**src/rtl/uart_tx_arbiter.sv**
```systemverilog
// Round-robin, packet-locked arbiter sharing one byte-level UART transmitter among NUM_REQ sources.
// A grant lasts until the requester's last byte, MAX_BURST bytes, or IDLE_TIMEOUT idle cycles.
module uart_tx_arbiter #(
  parameter int unsigned NUM_REQ      = 4,
  parameter int unsigned DATA_WIDTH   = 8,
  parameter int unsigned MAX_BURST    = 16,
  parameter int unsigned IDLE_TIMEOUT = 1024
) (
  input  logic                          clk,
  input  logic                          rst_n,
  input  logic [NUM_REQ-1:0]            req_valid,
  input  logic [NUM_REQ*DATA_WIDTH-1:0] req_data,
  input  logic [NUM_REQ-1:0]            req_last,
  output logic [NUM_REQ-1:0]            req_ready,
  output logic                          tx_start,
  output logic [DATA_WIDTH-1:0]         tx_data,
  input  logic                          tx_busy,
  output logic [$clog2(NUM_REQ)-1:0]    grant_id,
  output logic                          grant_active
);

  localparam int unsigned GW = $clog2(NUM_REQ);
  localparam int unsigned BW = $clog2(MAX_BURST + 1);
  localparam int unsigned IW = (IDLE_TIMEOUT > 1) ? $clog2(IDLE_TIMEOUT) : 1;
  localparam logic [BW-1:0] BURST_MAX = BW'(MAX_BURST);
  localparam logic [IW-1:0] IDLE_LAST = IW'(IDLE_TIMEOUT - 1);

  typedef enum logic [1:0] {IDLE, SEND, WAIT_ACK, WAIT_DONE} stateT;

  stateT                 state, stateD;
  logic [GW-1:0]         grantIdD, pickId;
  logic                  grantActiveD, txStartD;
  logic [DATA_WIDTH-1:0] txDataD, selData;
  logic [BW-1:0]         burstCnt, burstCntD;
  logic [IW-1:0]         idleCnt, idleCntD;
  logic                  lastQ, lastD;
  logic                  selValid, selLast, sendOk, accept;
  logic [GW-1:0]         cand;

  // Granted requester's byte and the handshake toward it
  always_comb begin
    selValid  = 1'b0;
    selLast   = 1'b0;
    selData   = '0;
    sendOk    = (state == SEND) && !tx_busy;
    req_ready = '0;
    for (int i = 0; i < NUM_REQ; i++) begin
      if (GW'(i) == grant_id) begin
        selValid     = req_valid[i];
        selLast      = req_last[i];
        selData      = req_data[i*DATA_WIDTH +: DATA_WIDTH];
        req_ready[i] = sendOk;
      end
    end
    accept = sendOk && selValid;
  end

  // Round-robin pick: lowest offset from the last grant wins (loop runs high offset to low)
  always_comb begin
    pickId = grant_id;
    cand   = grant_id;
    for (int i = NUM_REQ; i >= 1; i--) begin
      cand = GW'((int'(grant_id) + i) % NUM_REQ);
      if (req_valid[cand]) pickId = cand;
    end
  end

  always_comb begin
    stateD       = state;
    grantIdD     = grant_id;
    grantActiveD = grant_active;
    txStartD     = 1'b0;
    txDataD      = tx_data;
    burstCntD    = burstCnt;
    idleCntD     = idleCnt;
    lastD        = lastQ;
    case (state)
      IDLE: begin
        if (|req_valid) begin
          grantIdD     = pickId;
          grantActiveD = 1'b1;
          burstCntD    = '0;
          idleCntD     = '0;
          stateD       = SEND;
        end
      end
      SEND: begin
        if (accept) begin
          txDataD   = selData;
          txStartD  = 1'b1;
          lastD     = selLast;
          burstCntD = burstCnt + BW'(1);
          idleCntD  = '0;
          stateD    = WAIT_ACK;
        end else if (!selValid) begin
          if (idleCnt == IDLE_LAST) begin
            grantActiveD = 1'b0;
            stateD       = IDLE;
          end else begin
            idleCntD = idleCnt + IW'(1);
          end
        end
      end
      WAIT_ACK: begin
        if (tx_busy) stateD = WAIT_DONE;
      end
      WAIT_DONE: begin
        if (!tx_busy) begin
          // last byte and burst cap reached together still give one release
          if (lastQ || burstCnt == BURST_MAX) begin
            grantActiveD = 1'b0;
            stateD       = IDLE;
          end else begin
            stateD = SEND;
          end
        end
      end
      default: stateD = IDLE;
    endcase
  end

  always_ff @(posedge clk or negedge rst_n) begin
    if (!rst_n) begin
      state        <= IDLE;
      grant_id     <= GW'(NUM_REQ - 1);
      grant_active <= 1'b0;
      tx_start     <= 1'b0;
      tx_data      <= '0;
      burstCnt     <= '0;
      idleCnt      <= '0;
      lastQ        <= 1'b0;
    end else begin
      state        <= stateD;
      grant_id     <= grantIdD;
      grant_active <= grantActiveD;
      tx_start     <= txStartD;
      tx_data      <= txDataD;
      burstCnt     <= burstCntD;
      idleCnt      <= idleCntD;
      lastQ        <= lastD;
    end
  end

endmodule
```
**config.mk**
```make
export PLATFORM = sky130hd
export DESIGN_NAME = uart_tx_arbiter
export DESIGN_NICKNAME = d
export VERILOG_FILES = /design/src/rtl/uart_tx_arbiter.sv
export SDC_FILE = /design/constraint.sdc
export NUM_CORES = 1
export LEC_CHECK = 0
export ABC_AREA = 1
export ABC_CLOCK_PERIOD_IN_PS = 5200
export CAP_MARGIN = 10
export CELL_PAD_IN_SITES_DETAIL_PLACEMENT = 0
export CELL_PAD_IN_SITES_GLOBAL_PLACEMENT = 1
export CORE_ASPECT_RATIO = 0.8
export CORE_MARGIN = 3
export CORE_UTILIZATION = 25
export CTS_BUF_LIST = sky130_fd_sc_hd__clkbuf_4
export DETAILED_ROUTE_END_ITERATION = 8
export GPL_TIMING_DRIVEN = 0
export PLACE_DENSITY_LB_ADDON = 0.1
export RECOVER_POWER = 25
export SYNTH_ARGS = -nofsm -noshare
export SYNTH_HDL_FRONTEND = slang
export SYNTH_SLANG_ARGS = --single-unit
export TNS_END_PERCENT = 10
```
**constraint.sdc**
```tcl
create_clock -name clk -period 5.2 [get_ports clk]
set_clock_uncertainty 0.1 [all_clocks]
set_input_delay 1.04 -clock clk [delete_from_list [all_inputs] [get_ports clk]]
set_output_delay 1.04 -clock clk [all_outputs]
set_load 0.05 [all_outputs]
```
==> out/results.ini <==
[worst_setup_path]
slowest_delay_ns=0.82
crit_arrival_ns=2.72
required_ns=4.06
crit_top_cell=clkdlybuf4s50_1
cp-end-kind=output pin
rrSetupSlack_ns=2.82
start_kind=input pin
crit_slowest_cell=clkdlybuf4s50_1
crit_type=in -> out
critPathMaxFanout=4
cp_cell_sequence=clkdlybuf4s50_1 -> nor2_4 -> inv_1 -> nor2_1 -> clkdlybuf4s50_1

[sta]
fin_tns_setup_ns=0
min_period_ns=3.86
rsz0062_at_grt=no
setup_violations=0
relSlewSlack=-0.164
period_share=0.743
fmax_mhz=259
hold_violations=0
worst_pin_slew_ns=1.75
drv_slew=31

[detailed_routing]
wirelength_um=6660
vias=2203
route.detailed.drc=0
vias_per_cell=4.43
drtIter0Drc=108
ant_nets=0
drt_pass1_iterations=4
routedWlPerCell_um=13.4

[worst_hold_path]
hold_path.class=reg -> reg

[cts]
cts_root_buffer=clkbuf_4
post_cts_resized=0
clk_pin_slew_ns=0.10
clock-sinks=30
postCtsHoldBufs=0
htree_levels=2
cts_buffers=5
clk_latency_ns=0.33
cts.path.max_buffers=2
postCtsSetupBuffers=0
tritoncts=built

[synthesis]
ys_warn_count=0
syn_nets=369
synthMuxAreaShare=0
synth_ff_type=dfrtp_1
syn_area_per_cell_um2=6.92
yosysUniqueCellTypes=28
ys_seq_elements=30
synth_edf_count=0
yosys.area_share.simple=0.390
yosys.area_share.adder=0.0397
synthTopCellsByCount=98 x nand2_1, 44 x nor2_1, 33 x inv_1
synth_xor_xnor_area_share=0.0238
synth_area_um2=2210
yosys.area.top_type=dfrtp_1
synth_top_cell_area_share=0.317
netlist_instances=319
synth_compound_area_frac=0.122
synth_top_family_by_area=simple AND/OR/NAND/NOR gates
yosysMostFrequentCell=nand2_1
yosys-top-cells-area=dfrtp_1 32%, nand2_1 17%, nor2_1 7.5%
async_reset_ff_frac=1.00
ys_seq_area_frac=0.341

[floorplanning]
core_um2=8520
row_count=30
die_y_um=90.0
top_level_ports=59
initial_core_util=0.259
die-area_um2=10000
die_x_um=111

[status]
violations=max-capacitance violations, max-slew violations
status=complete, but fails checks

[placed_design]
dp.final_hpwl_um=5170
routabilityCongestion=0.756
portBuffers=58

[power_and_ir_drop]
p_seq_frac=0.249
combPwrFrac=0.648
power.total_mw=1.45
p_leak_nw=1.39
swShare=0.531
p_clk_frac=0.103
power_density_nw_per_um2=486
p_switching_mw=0.768
intPower_mw=0.678
ir_drop_mv=0.225

[run]
max-cap-violations=1

[final_layout]
syn2layout_area_growth_pct=34.9
nFillCells=934
nets=434
drive_gt1_frac=0.104
multi_input_area_um2=1270
seq_area_um2=753
diodes=0

[global_routing]
globalRouteTotalUtil=0.134
grt_pass1_wl_um=10900
grt_pass1_vias=2062
overflow=0
antenna_found_initial=0
grt_max_degree=31

[placed cells by master, fill, tap and decap left out, types with 3 or more instances in the layout]
cell type	synthesis	routed
a21oi_1	19	19
buf_2	4	4
clkbuf_1	2	3
clkbuf_4	0	7
clkdlybuf4s50_1	0	57
dfrtp_1	28	28
ha_1	7	7
inv_1	33	33
inv_2	4	4
nand2_1	98	98
nand2_2	3	3
nand3_1	21	21
nand3_4	3	3
nand4_1	11	11
nor2_1	44	44
nor2_2	3	3
nor3_1	3	3
o21ai_0	9	9
o31ai_2	8	8
xnor2_1	3	3
xor2_1	3	3
[flip-flops by register name (all words and copies together), names as in the netlist, named ones only]
name / flops
state: 1
tx_data: 8
lastQ: 1
tx_start: 1
grant_active: 1
grant_id: 2
burstCnt: 5
idleCnt: 10
[cells by family (layout without fill, tap and decap cells)]
logic type	count (synthesis)	in the layout
buffers and inverters	45	111
AO/OA/AOI/OAI	40	40
flip-flops	30	30
XOR/XNOR	6	6
AND/OR/NAND/NOR	191	191
adder cells (fa/ha/maj)	7	7
[through the flow]
stage               cells  hold WS, ns  utilization  setup slack, ns  instance area (um2)
floorplan             319        0.363            -             1.98                 2210
global placement      489        0.375        0.344             1.33                 2930
detailed placement    489        0.377        0.343             1.33                 2920
CTS                   497        0.403        0.350             1.33                 2980
global route          497        0.430        0.349             1.18                 2980
finish                497        0.399        0.349             1.34                 2980
[critical path, delay by kind of cell]
kind / cells / cell delay [ns]
buffers and inverters: 3 / 1.41
AND/OR/NAND/NOR: 2 / 0.27
[cell type report]
| type | instances | share of cell area |
|---|---|---|
| multi-input combinational | 244 | 0.426 |
| sequential | 30 | 0.253 |
| timing repair buffer | 58 | 0.193 |
| inverter | 38 | 0.0487 |
| tap | 112 | 0.0471 |
| clock buffer | 7 | 0.0176 |
| buffer | 7 | 0.0130 |
| clock inverter | 1 | 0.00126 |
[metal layers]
layer,wire length [um],share of wire,GRT usage,vias to the layer above
met5,0,0,0,-
met3,255,0.038,0.0283,4
met4,37,0.0056,0.0243,0
li1,-,-,-,1161
met1,3420,0.51,0.198,1002
met2,2950,0.44,0.201,36
[power groups by stage]
stage	registers, mW	logic [mW]	clock network [mW]
6_report	0.360	0.937	0.149
5_1_grt	0.371	1.05	0.165
4_1_cts	0.363	0.956	0.155
3_5_place_dp	0.367	0.952	0
3_3_place_gp	0.367	0.956	0
2_1_floorplan	0.493	0.533	0
[worst paths after layout]
check | startpoint | depth (start not counted) | endpoint
worst max-delay path | tx_busy | 5 | req_ready[3]
worst min-delay path | tx_data[4] | 2 | tx_data[4]
worst max register to register | grant_id[0] | 11 | idleCnt[8]
worst min register to register | tx_data[4] | 2 | tx_data[4]
max in group asynchronous | rst_n | 1 | idleCnt[8]
min in group asynchronous | rst_n | 1 | tx_data[2]
No activity file was read; power rests on OpenSTA's default activity.
